===== src/rtl/timer_pkg.sv =====
// Shared widths, defaults and the binary-to-BCD helper for the round timer.
// Pure definitions: no latency, no flow control.
package timer_pkg;

   localparam int REMAIN_W      = 7;
   localparam int DEFAULT_START = 99;
   localparam int DEFAULT_TICKS = 50_000_000;

   // Tens nibble in [7:4], ones nibble in [3:0]; values above 99 give tens > 9.
   function automatic logic [7:0] to_bcd(input logic [REMAIN_W-1:0] v);
      logic [3:0] tens;
      logic [3:0] ones;
      tens = 4'(v / 7'd10);
      ones = 4'(v % 7'd10);
      return {tens, ones};
   endfunction

endpackage


===== src/rtl/tick_prescaler.sv =====
// Divides clk into a one-cycle tick every TICKS_PER_SEC enabled cycles; tick is combinational.
// en low holds the count, so a partial period survives a pause.
module tick_prescaler #(
   parameter int unsigned TICKS_PER_SEC = 50_000_000
) (
   input  logic clk,
   input  logic reset,
   input  logic en,
   output logic tick
);

   localparam int CNT_W = (TICKS_PER_SEC > 1) ? $clog2(TICKS_PER_SEC) : 1;
   localparam logic [CNT_W-1:0] LAST = CNT_W'(TICKS_PER_SEC - 1);

   logic [CNT_W-1:0] cnt;

   assign tick = en && (cnt == LAST);

   always_ff @(posedge clk or posedge reset) begin
      if (reset) begin
         cnt <= '0;
      end else if (tick) begin
         cnt <= '0;
      end else if (en) begin
         cnt <= cnt + 1'b1;
      end
   end

endmodule


===== src/rtl/round_timer.sv =====
// Round countdown timer: remain_t drops once per second until it saturates at 0; timeout decodes 0.
// keep freezes the countdown; ROUND_TIMER_BCD_EN adds registered bcd_tens/bcd_ones outputs.
module round_timer
   import timer_pkg::*;
#(
   parameter int unsigned TICKS_PER_SEC = DEFAULT_TICKS,
   parameter int          START_VALUE   = DEFAULT_START
) (
   input  logic                clk,
   input  logic                reset,
   input  logic                keep,
`ifdef ROUND_TIMER_BCD_EN
   output logic [3:0]          bcd_tens,
   output logic [3:0]          bcd_ones,
`endif
   output logic [REMAIN_W-1:0] remain_t,
   output logic                timeout
);

   localparam logic [REMAIN_W-1:0] START = REMAIN_W'(START_VALUE);

   logic run;
   logic tick;

   // At zero the prescaler is disabled, which also parks it at 0 after the final wrap.
   assign run     = !keep && (remain_t != '0);
   assign timeout = (remain_t == '0);

   tick_prescaler #(
      .TICKS_PER_SEC(TICKS_PER_SEC)
   ) u_prescaler (
      .clk  (clk),
      .reset(reset),
      .en   (run),
      .tick (tick)
   );

   always_ff @(posedge clk or posedge reset) begin
      if (reset) begin
         remain_t <= START;
      end else if (tick) begin
         remain_t <= remain_t - 7'd1;
      end
   end

`ifdef ROUND_TIMER_BCD_EN
   localparam logic [7:0] START_BCD = to_bcd(START);

   always_ff @(posedge clk or posedge reset) begin
      if (reset) begin
         bcd_tens <= START_BCD[7:4];
         bcd_ones <= START_BCD[3:0];
      end else if (tick) begin
         if (bcd_ones == 4'd0) begin
            bcd_ones <= 4'd9;
            bcd_tens <= bcd_tens - 4'd1;
         end else begin
            bcd_ones <= bcd_ones - 4'd1;
         end
      end
   end

   bcd_tracks_binary: assert property (@(posedge clk) disable iff (reset)
      {bcd_tens, bcd_ones} == to_bcd(remain_t));
`endif

endmodule


===== config.mk =====
export PLATFORM = sky130hd
export DESIGN_NAME = round_timer
export DESIGN_NICKNAME = d
export VERILOG_FILES = /design/src/rtl/timer_pkg.sv /design/src/rtl/tick_prescaler.sv /design/src/rtl/round_timer.sv
export SDC_FILE = /design/constraint.sdc
export NUM_CORES = 1
export LEC_CHECK = 0
export ABC_CLOCK_PERIOD_IN_PS = 2000
export BUFFER_PORTS_ARGS = -buffer_cell sky130_fd_sc_hd__buf_2
export CAP_MARGIN = 20
export CORE_ASPECT_RATIO = 2
export CORE_MARGIN = 1.5
export CORE_UTILIZATION = 35
export CTS_CLUSTER_SIZE = 30
export DETAILED_ROUTE_END_ITERATION = 16
export GPL_ROUTABILITY_DRIVEN = 0
export PLACE_DENSITY = 0.55
export SYNTH_ARGS = -nofsm -noshare
export SYNTH_HDL_FRONTEND = slang
export SYNTH_SLANG_ARGS = --single-unit

===== constraint.sdc =====
create_clock -name clk -period 2 [get_ports clk]
set_input_delay 0.4 -clock clk [delete_from_list [all_inputs] [get_ports clk]]
set_output_delay 0.4 -clock clk [all_outputs]
set_load 0.05 [all_outputs]

==> results of run 1 <==
-- worst register-to-register path, stage by stage (launching register included) --
cell	delay [ns]
dfstp_2	0.54
inv_2	0.05
ha_4	0.14
nor2b_4	0.13
a2111o_1	0.52
or3_4	0.39
a211oi_2	0.23
-- power by group through the flow --
stage	sequential [W]	clock, W	combinational (W)
6_report	0.000843	0.000661	0.000192
5_1_grt	0.000855	0.000709	0.000219
4_1_cts	0.000841	0.000669	0.000181
3_5_place_dp	0.000853	0	0.000177
3_3_place_gp	0.000847	0	0.000174
2_1_floorplan	0.000833	0	0.000144
-- routing by layer --
metal	part of all wire, %	up-vias
li1	-	722
met1	40	779
met2	56	31
met3	2.5	10
met4	2.1	0
met5	0	-
-- per-stage QoR --
step,instance area [um^2],total power [W],util [%]
final,2430,0.00170,49.9
after global routing,2430,0.00178,49.9
after CTS,2280,0.00169,46.9
after detailed placement,2060,0.00103,42.3
after global placement,2060,0.00102,42.3
after floorplan,1840,0.000977,-
-- placed cells by master (no fill, tap or decap), types with 2 or more instances in the layout --
master	count
dfstp_2	4
or3_1	3
nand3_1	10
or4_4	2
nand2b_1	2
a211oi_2	2
dfrtp_1	28
nor3_4	4
xnor2_1	7
ha_1	2
nand2_1	10
inv_2	2
clkbuf_8	6
a2111o_1	3
buf_2	9
nor2_2	3
o32ai_2	2
o31ai_1	5
nand4_1	4
a21oi_2	4
buf_4	20
nor4_1	2
nor4_2	3
nor4_4	6
or4_1	4
nor2_1	5
xor2_1	12
buf_6	4
and4_1	3
a21oi_1	6
o21ai_1	3
inv_1	8
-- layout make-up --
| class | instances | area, um^2 | share of cell area [%] |
|---|---|---|---|
| Inverter | 10 | 37.5 | 1.54 |
| Multi-Input combinational cell | 126 | 1100 | 45.2 |
| Clock buffer | 7 | 86.3 | 3.55 |
| Clock inverter | 1 | 30.0 | 1.24 |
| Sequential cell | 33 | 832 | 34.2 |
| Tap cell | 57 | 71.3 | 2.94 |
| Timing Repair Buffer | 35 | 275 | 11.3 |
-- final timing paths --
kind	start	end
worst max-delay path	remain_t[1]$_DFFE_PP1P_	u_prescaler.cnt[23]$_DFFE_PP0P_
worst min-delay path	reset	u_prescaler.cnt[15]$_DFFE_PP0P_
worst max register to register	remain_t[1]$_DFFE_PP1P_	u_prescaler.cnt[23]$_DFFE_PP0P_
worst min register to register	u_prescaler.cnt[6]$_DFFE_PP0P_	u_prescaler.cnt[6]$_DFFE_PP0P_
max in group asynchronous	reset	remain_t[5]$_DFFE_PP1P_
min in group clk	u_prescaler.cnt[6]$_DFFE_PP0P_	u_prescaler.cnt[6]$_DFFE_PP0P_
-- flip-flops by register name, summed over array words and instances (netlist names) --
name             cells
u_prescaler.cnt     26
remain_t             7
-- what timing repair did --
item,CTS,global route
cloned,0,1
buffers inserted,3,4
gates resized for setup,15,23
pin swaps,4,6
setup endpoints to repair,21,30
-- cells by family (layout without fill, tap and decap cells) --
logic type      Yosys count  in the layout  share of synthesized area [%]
xor+xnor                 19             19                           9.41
simple gates             72             72                           24.8
compound gates           30             31                           11.6
flops                    33             33                           47.0
fa+ha+maj                 3              3                           2.12
buf+inv                  17             53                           4.46
mux                       1              1                          0.566
==> results by group, run 1 <==
Placement
  • Placed Cells incl. Taps: 253
  • I/O Buffers: 10
  • Detailed Place HPWL: 2.91 mm
  • Placement Setup Slack: -0.168 ns

Floorplanning
  • Site row count: 36
  • Starting Density: 36.3%
  • Die ar.: 5510 um^2
  • Die width: 53.3 um
  • Die H: slightly above 100 um
  • Core box area: 4860 um^2
  • Io pins: 11

Final layout
  • Nets@finish: 217
  • Area grow syn2layout: 37.4%
  • Finished Layout Cells: around 270
  • Ant. Diodes: 0
  • Share of cells above drive strength 1: 39.6%
  • Fill cell count: 431

Yosys
  • Synth top area share: about two fifths
  • Synth cell count leaders: dfrtp_1, xor2_1, nand3_1
  • Yosys top cell by area: dfrtp_1
  • Top flip-flop cell by instance count after synthesis: dfrtp_1
  • Distinct cells, synth: 43
  • Number of synthesized register bits: 33
  • Syn avg cell area: 10.1 um^2
  • Syn Nets: 181
  • Top cells by area, synth: dfrtp_1, dfstp_2, xor2_1
  • Number of synthesized flops with an enable pin: 0
  • Synth Instances: 175
  • Post-synthesis sequential area ratio: a little under half
  • Mapped Area: approximately 1800 um^2
  • Synth warn: 0
  • Async SR Flop Fraction: between 90% and 100%
  • Most common cell in the netlist: dfrtp_1

Critical path
  • Critical path type: reg2reg
  • Worst reg2reg setup slack: -0.09 ns
  • Worst path required time: roughly 2.2 ns
  • CP Depth: 6
  • Arr. time, crit path: roughly 2.3 ns
  • Worst-path cell chain: inv_2 -> ha_4 -> nor2b_4 -> a2111o_1 -> or3_4 -> a211oi_2
  • CP delay by family, top: compound AO/OA/AOI/OAI gates
  • CP bufs+invs: 1
  • Worst R2R Path Depth: 6
  • CP Max Fanout: 5
  • Crit path max-delay cell type: dfstp_2
  • Crit path capture type: flop
  • Startpoint types: flop
  • Largest stage delay, worst path: 0.54 ns

Pwr
  • Max IR drop VDD: around 0.00063 V
  • Clock power share: 39.0%
  • NetSw: 0.000452 W
  • Leakage power: 1.10 nW
  • Sw frac: between 20% and 30%
  • Flop pwr share: between 40% and 50%
  • Gate power share: between 10% and 20%
  • PwrDens: 698 nW/um^2
  • Int Pwr: 0.00124 W

Route
  • DRT iter0 DRCs: between 70 and 80
  • Drt total wl: 4.65 mm
  • Via count: 1542
  • DRC viols: 0
  • WL per Instance: 17.3 um
  • Via density: 5.73
  • Routed Antenna Nets: 0
  • Initial DRT Pass Iterations: 4

GRT
  • Initial antenna violation count: 0
  • GR peak layer: met2
  • Largest net degree at the start of global routing: 34
  • Vias in the first global route: 1493
  • GRT overflow: 0
  • Global Route met2 Usage: 29.4%
  • GRT Overall Usage: 16.9%
  • GR Layer Usage met3: around 3.7%
  • GR Util met1: between 10% and 20%
  • Global-route wire length before repair: roughly 6.9 mm

Timing
  • Max Freq: between 400 and 500 MHz
  • Slew headroom: 69.2%
  • Total Neg Setup Slack: -0.680 ns
  • Clk_skew: 0.00737 ns
  • Setup violations, final: 16
  • Worst slew pin tran: 0.461 ns
  • Min Clock Period, post-route: 2.09 ns
  • Final period utilization: 104%
  • Final hold vios: 0
  • Final WS setup: -0.0862 ns
  • Worst Hold Margin: approximately 0.19 ns
  • Unrepaired setup endpoints after global routing: true
  • Final Max Slew Viols: 0

Outcome
  • Status: finished with violations
  • Failing checks: setup timing

Clock network
  • CTS Buf Count: 5
  • Clk sink count: 33
  • Clock Pin Slew Worst Setup and Hold Paths: 0.07 ns
  • H-tree levels: 2
  • Clk buf depth: 2
  • Root Buffer Master: clkbuf_8
  • # hold bufs at CTS: 0
  • CTS tree: built
  • Clk_lat worst skew: 0.29 ns

Flow run
  • Max_cap viols: 0

Min path
  • Hold Path Class: in2async
No activity file was read; power rests on OpenSTA's default activity.
==> run 2, diff against run 1 <==
- MAX_ROUTING_LAYER: default -> met4
==> run 2 against run 1 <==
  * The flow still finishes with violations (setup timing)
  * Final area increased by 0.15%
  * Total power about the same
  * Core utilization increased by 0.077 points
  * Sequential share of layout area decreased by 0.053 points
  * Sequential cell count unchanged
  * Highest routed layer unchanged
==> results by group, run 2 (synthesis results as in run 1) <==
Clock network
  • Clk buf depth: 2 (unchanged)
  • Clock Pin Slew Worst Setup and Hold Paths: 0.07 ns (about the same)
  • Root Buffer Master: clkbuf_8
  • Clk_lat worst skew: 0.29 ns (about the same)
  • H-tree levels: 2 (unchanged)
  • CTS tree: built
  • CTS Buf Count: 5 (unchanged)
  • Clk sink count: 33 (unchanged)

Timing
  • Slew headroom: 68.9% (-0.27 points)
  • Clk_skew: 0.00673 ns (-0.000638 ns)
  • Final WS setup: -0.0845 ns (+0.00170 ns)
  • Final period utilization: 104% (about the same)
  • Worst slew pin tran: 0.465 ns (+0.00398 ns)
  • Unrepaired setup endpoints after global routing: true
  • Max Freq: 480 MHz (about the same)
  • Total Neg Setup Slack: -0.637 ns (+0.0429 ns)
  • Min Clock Period, post-route: 2.08 ns (-0.00170 ns)
  • Setup violations, final: 16 (unchanged)
  • Final Max Slew Viols: 0 (unchanged)
  • Final hold vios: 0 (unchanged)

Route
  • WL per Instance: 17.1 um (-1.1%)
  • DRC viols: 0 (unchanged)
  • DRT iter0 DRCs: 44 (-42%)
  • Initial DRT Pass Iterations: 4 (unchanged)
  • Via count: 1535 (-0.45%)
  • Via density: 5.71 (-0.45%)
  • Routed Antenna Nets: 0 (unchanged)
  • Drt total wl: 4.60 mm (-1.1%)

GRT
  • Global Route met2 Usage: 29.3% (-0.088 points)
  • GR Util met1: 18.4% (+0.093 points)
  • Global-route wire length before repair: 6.92 mm (-0.10%)
  • Largest net degree at the start of global routing: 34 (unchanged)
  • GR peak layer: met2
  • Initial antenna violation count: 0 (unchanged)
  • GR Layer Usage met3: 3.75% (unchanged)
  • GRT overflow: 0 (unchanged)
  • Vias in the first global route: 1492 (-0.067%)
  • GRT Overall Usage: 17.3% (+0.44 points)

Min path
  • Hold Path Class: in2async

Outcome
  • Failing checks: setup timing
  • Status: finished with violations

Final layout
  • Top reg by flops: u_prescaler.cnt
  • Commonest non-fill, non-tap cell in the layout: dfrtp_1
  • Finished Layout Cells: 269 (unchanged)
  • Nets@finish: 217 (unchanged)
  • Final core utilization: 50.0% (+0.077 points)
  • Share of cells above drive strength 1: 40.1% (+0.47 points)
  • Final Cell Area: 2430 um^2 (+0.15%)
  • Ant. Diodes: 0 (unchanged)
  • Area grow syn2layout: 37.7%
  • Max FFs per register: 26 (unchanged)
  • Most frequent cells in the layout: dfrtp_1, buf_4, xor2_1, nand3_1, nand2_1
  • Largest regs: u_prescaler.cnt x26, remain_t x7

Floorplanning
  • Site row count: 36 (unchanged)
  • Starting Density: 36.3% (unchanged)
  • Io pins: 11 (unchanged)
  • Core box area: 4860 um^2 (unchanged)
  • Die H: 104 um (unchanged)
  • Die ar.: 5510 um^2 (unchanged)
  • Die width: 53.3 um (unchanged)

Placement
  • Detailed Place HPWL: 2.91 mm (unchanged)
  • DP Area: 2060 um^2 (unchanged)
  • I/O Buffers: 10 (unchanged)
  • Placed Cells incl. Taps: 253 (unchanged)

Critical path
  • Arr. time, crit path: 2.29 ns (about the same)
  • Startpoint types: flop
  • Crit path capture type: flop
  • CP Max Fanout: 8 (+3)
  • Critical path type: reg2reg
  • Worst path required time: 2.21 ns (about the same)
  • Worst reg2reg setup slack: -0.08 ns (about the same)

Pwr
  • Leakage power: 1.11 nW (+0.15%)
  • Max IR drop VDD: 0.000628 V (about the same)
  • PwrDens: 697 nW/um^2 (-0.17%)

Flow run
  • Max_cap viols: 0 (unchanged)
-- run 2: cell counts in the layout (fill, tap and decap cells not counted) --
No cell type changed its count.
-- run 2: worst paths after layout --
| path | from | end | depth (start not counted) |
|---|---|---|---|
| min in group clk | u_prescaler.cnt[6]$_DFFE_PP0P_ | u_prescaler.cnt[6]$_DFFE_PP0P_ | 1 |
| setup reg to reg | remain_t[1]$_DFFE_PP1P_ | u_prescaler.cnt[14]$_DFFE_PP0P_ | 7 |
| max in group asynchronous | reset | remain_t[5]$_DFFE_PP1P_ | 3 |
| hold reg to reg | u_prescaler.cnt[6]$_DFFE_PP0P_ | u_prescaler.cnt[6]$_DFFE_PP0P_ | 1 |
| setup / recovery | remain_t[1]$_DFFE_PP1P_ | u_prescaler.cnt[14]$_DFFE_PP0P_ | 7 |
| hold / removal | reset | u_prescaler.cnt[15]$_DFFE_PP0P_ | 3 |
-- run 2: layer usage --
metal | routed length (um) | share of wire, %
met4 | 93 | 2.0
met2 | 2590 | 56
met5 | 0 | 0
met1 | 1780 | 39
met3 | 127 | 2.8
-- run 2: through the flow --
stage	setup slack, ns	total power, W	hold WS, ns
final	-0.0845	0.00170	0.194
after global routing	-0.129	0.00178	0.222
after CTS	-0.0885	0.00169	0.209
after detailed placement	-0.168	0.00103	0.471
after global placement	-0.0691	0.00102	0.458
after floorplan	-0.254	0.000977	0.443
-- run 2: area by class of cell --
cell class | count | area (um^2)
tap | 57 | 71.3
fill | 429 | 2430
inverter | 10 | 37.5
clock inverter | 1 | 30.0
timing repair buffer | 35 | 275
clock buffer | 7 | 86.3
sequential | 33 | 832
multi-input combinational | 126 | 1100
-- run 2: critical path, cell delays in order (launching register included) --
cell,delay [ns]
dfstp_2,0.54
inv_2,0.05
ha_4,0.14
nor2b_4,0.13
a2111o_1,0.42
buf_6,0.17
or4_1,0.39
a21oi_1,0.15
-- run 2: repair_timing --
| action | in CTS | in global routing |
|---|---|---|
| pin swaps | 4 | 6 |
| endpoints found under the hold margin | 0 | 0 |
| hold buffers | 0 | 0 |
| setup buffers | 3 | 4 |
| endpoints found under the setup margin | 21 | 30 |
| gates cloned | 0 | 1 |
| resized for setup | 15 | 24 |
-- run 2: power breakdown --
| group | total (W) | leakage [nW] | switching [W] | internal [W] |
|---|---|---|---|---|
| logic | 0.000192 | 0.627 | 0.000102 | 0.0000893 |
| clock network | 0.000660 | 0.0585 | 0.000254 | 0.000406 |
| registers | 0.000844 | 0.420 | 0.0000958 | 0.000748 |
| total | 0.00170 | 1.11 | 0.000452 | 0.00124 |
==> run 3, diff against run 2 <==
- ABC_AREA: default -> 1
- PLACE_DENSITY: 0.55 -> 0.54
==> run 3 against run 2 <==
  * Area after synthesis up 25%
  * Count of clock-buffer cells in the layout is the same
  * Critical endpoint is now timeout
  * Total power up 11%
  * Global-route usage rose by 1.4 points
  * Synthesized cell count grew 77%
  * Sequential share of layout area fell by 1.2 points
  * Largest power group unchanged
  * Maximum frequency rose by 13%
  * The run now ends clean
  * Final area increased by 3.4%
  * Sequential power fell by 2.7%
  * Cell count rose by 52%
  * Largest cell class unchanged
  * Highest routed layer unchanged
  * Die area grew 24%
  * Hold slack better by 0.014 ns
==> results by group, run 3 <==
Outcome
  • Status: finished, final reports clean

Clock network
  • Clk_lat worst skew: 0.28 ns (about the same)
  • Root Buffer Master: clkbuf_16
  • Clk buf depth: 2 (unchanged)
  • Clk sink count: 33 (unchanged)
  • Clock Pin Slew Worst Setup and Hold Paths: 0.06 ns (about the same)
  • CTS Buf Count: 5 (unchanged)
  • H-tree levels: 2 (unchanged)
  • CTS tree: built

Critical path
  • Crit path launch: remain_t[0]$_DFFE_PP1P_
  • Worst R2R Path Depth: 11 (+4)
  • Arr. time, crit path: 1.44 ns (-0.85 ns)
  • Crit path max-delay cell type: dfstp_2
  • Crit path to: timeout
  • CP Depth: 5 (-2)
  • Worst reg2reg setup slack: 0.18 ns (+0.26 ns)
  • Reg2reg start: remain_t[0]$_DFFE_PP1P_
  • CP Max Fanout: 5 (-3)
  • Worst path required time: 1.60 ns (-0.61 ns)
  • CP delay by family, top: flip-flops
  • Crit path capture type: output port
  • CP bufs+invs: 2 (unchanged)
  • Startpoint types: flop
  • RR Endpoint: u_prescaler.cnt[5]$_DFFE_PP0P_
  • Worst-path cell chain: inv_1 -> ha_1 -> nand2_1 -> nor2_1 -> buf_2
  • Critical path type: reg2out
  • Largest stage delay, worst path: 0.52 ns (-0.02 ns)

Yosys
  • Top flip-flop cell by instance count after synthesis: dfrtp_1
  • Yosys top cell by area: dfrtp_1
  • Synth Instances: 309 (+77%)
  • Syn Nets: 315 (+74%)
  • Number of synthesized register bits: 33 (unchanged)
  • Number of synthesized flops with an enable pin: 0 (unchanged)
  • Top cells by area, synth: dfrtp_1, nand2_1, nor2_1
  • Mapped Area: 2210 um^2 (+25%)
  • Synth top area share: 32.8% (-8.2 points)
  • Syn avg cell area: 7.16 um^2 (-29%)
  • Distinct cells, synth: 30 (-30%)
  • Most common cell in the netlist: nand2_1
  • Synth cell count leaders: nand2_1, nor2_1, inv_1
  • Post-synthesis sequential area ratio: 37.6% (-9.4 points)
  • Async SR Flop Fraction: 100% (unchanged)
  • Synth warn: 0 (unchanged)

Timing
  • Slew headroom: 70.5% (+1.6 points)
  • Worst Hold Margin: 0.208 ns (+0.0140 ns)
  • Min Clock Period, post-route: 1.84 ns (-0.241 ns)
  • Max Freq: 542 MHz (+13%)
  • Final period utilization: 92.2% (-12 points)
  • Total Neg Setup Slack: 0 ns (+0.637 ns)
  • Worst slew pin tran: 0.442 ns (-0.0236 ns)
  • Clk_skew: 0.00731 ns (+0.000578 ns)
  • Final Max Slew Viols: 0 (unchanged)
  • Setup violations, final: 0 (-16)
  • Final WS setup: 0.157 ns (+0.241 ns)
  • Final hold vios: 0 (unchanged)
  • Unrepaired setup endpoints after global routing: false

GRT
  • Initial antenna violation count: 0 (unchanged)
  • Largest net degree at the start of global routing: 34 (unchanged)
  • GRT Overall Usage: 18.7% (+1.4 points)
  • Vias in the first global route: 1927 (+29%)
  • GRT overflow: 0 (unchanged)
  • Global-route wire length before repair: 9.02 mm (+30%)

Pwr
  • PwrDens: 745 nW/um^2 (+7.0%)
  • Final Total Pwr: 0.00188 W (+11%)
  • Leakage power: 1.26 nW (+14%)
  • Max IR drop VDD: 0.000522 V (-17%)

Route
  • WL per Instance: 13.3 um (-22%)
  • Via density: 4.73 (-17%)
  • DRC viols: 0 (unchanged)
  • DRT iter0 DRCs: 78 (+77%)
  • Drt total wl: 5.43 mm (+18%)
  • Via count: 1935 (+26%)
  • Routed Antenna Nets: 0 (unchanged)
  • Initial DRT Pass Iterations: 4 (unchanged)

Floorplanning
  • Site row count: 40 (+11%)
  • Starting Density: 36.5% (+0.19 points)
  • Die ar.: 6840 um^2 (+24%)
  • Die H: 115 um (+12%)
  • Io pins: 11 (unchanged)
  • Die width: 59.2 um (+11%)
  • Core box area: 6060 um^2 (+24%)

Final layout
  • Commonest non-fill, non-tap cell in the layout: nand2_1
  • Nets@finish: 330 (+52%)
  • Top reg by flops: u_prescaler.cnt
  • Ant. Diodes: 0 (unchanged)
  • Most frequent cells in the layout: nand2_1, nor2_1, inv_1, dfrtp_1, nand3_1
  • Largest regs: u_prescaler.cnt x26, remain_t x7
  • Area grow syn2layout: 13.7%
  • Share of cells above drive strength 1: 16.6% (-23 points)
  • Max FFs per register: 26 (unchanged)

Min path
  • Hold Path Class: in2async

Flow run
  • Max_cap viols: 0 (unchanged)

Placement
  • I/O Buffers: 10 (unchanged)
  • Detailed Place HPWL: 4.21 mm (+45%)
  • Placement Setup Slack: 0.144 ns (+0.312 ns)
run 3: how the worst min path moves through the flow:
stage / startpoint / end / slack, ns
6_report: reset / u_prescaler.cnt[21]$_DFFE_PP0P_ / 0.21
5_1_grt: reset / u_prescaler.cnt[17]$_DFFE_PP0P_ / 0.24
4_1_cts: reset / u_prescaler.cnt[13]$_DFFE_PP0P_ / 0.23
3_5_place_dp: remain_t[1]$_DFFE_PP1P_ / remain_t[1]$_DFFE_PP1P_ / 0.48
3_3_place_gp: remain_t[1]$_DFFE_PP1P_ / remain_t[1]$_DFFE_PP1P_ / 0.48
2_1_floorplan: u_prescaler.cnt[6]$_DFFE_PP0P_ / u_prescaler.cnt[6]$_DFFE_PP0P_ / 0.48
run 3: cell type report:
cell class / instances / area, um^2
fill: 630 / 3540
multi-input combinational: 232 / 1210
sequential: 33 / 831
clock buffer: 7 / 153
inverter: 40 / 150
tap: 84 / 105
timing repair buffer: 12 / 65.1
clock inverter: 1 / 5.00
run 3: stage by stage:
| stage | cells | utilization (%) | area, um^2 |
|---|---|---|---|
| global placement | 401 | 38.8 | 2350 |
| floorplan | 309 | - | 2210 |
| CTS | 409 | 41.4 | 2500 |
| detailed placement | 401 | 38.8 | 2350 |
| finish | 409 | 41.5 | 2520 |
| global route | 409 | 41.5 | 2520 |
run 3: timing repair:
action | in CTS | in global routing
endpoints found under the hold margin | 0 | 0
hold buffers | 0 | 0
setup buffers | 0 | 0
endpoints found under the setup margin | 0 | 2
gates resized for setup | 0 | 2
run 3: worst register-to-register path, delay by kind of cell (launching register included):
family                   cells  cell delay, ns
AND/OR/NAND/NOR              5            0.45
AO/OA/AOI/OAI                1            0.04
adder cells (fa/ha/maj)      1            0.23
flip-flops                   1            0.52
buffers and inverters        4            0.46
run 3: cells by family after synthesis:
kind of cell,synth area share [%]
AND/OR/NAND/NOR,43.2
buffers and inverters,8.37
flip-flops,37.6
AO/OA/AOI/OAI,4.41
XOR/XNOR,4.75
adder cells (fa/ha/maj),1.70
run 3: power breakdown:
group	switching, W	internal (W)	leakage (nW)
combinational	0.000152	0.0000868	0.796
sequential	0.0000897	0.000731	0.385
clock	0.000289	0.000527	0.0799
run 3: per-layer routing:
layer / wire [um] / track usage, % / up-vias
met5: 0 / - / -
met4: 240 / 11.5 / 0
met3: 138 / 3.46 / 16
met2: 3110 / 33.8 / 34
met1: 1940 / 17.0 / 901
li1: - / - / 984
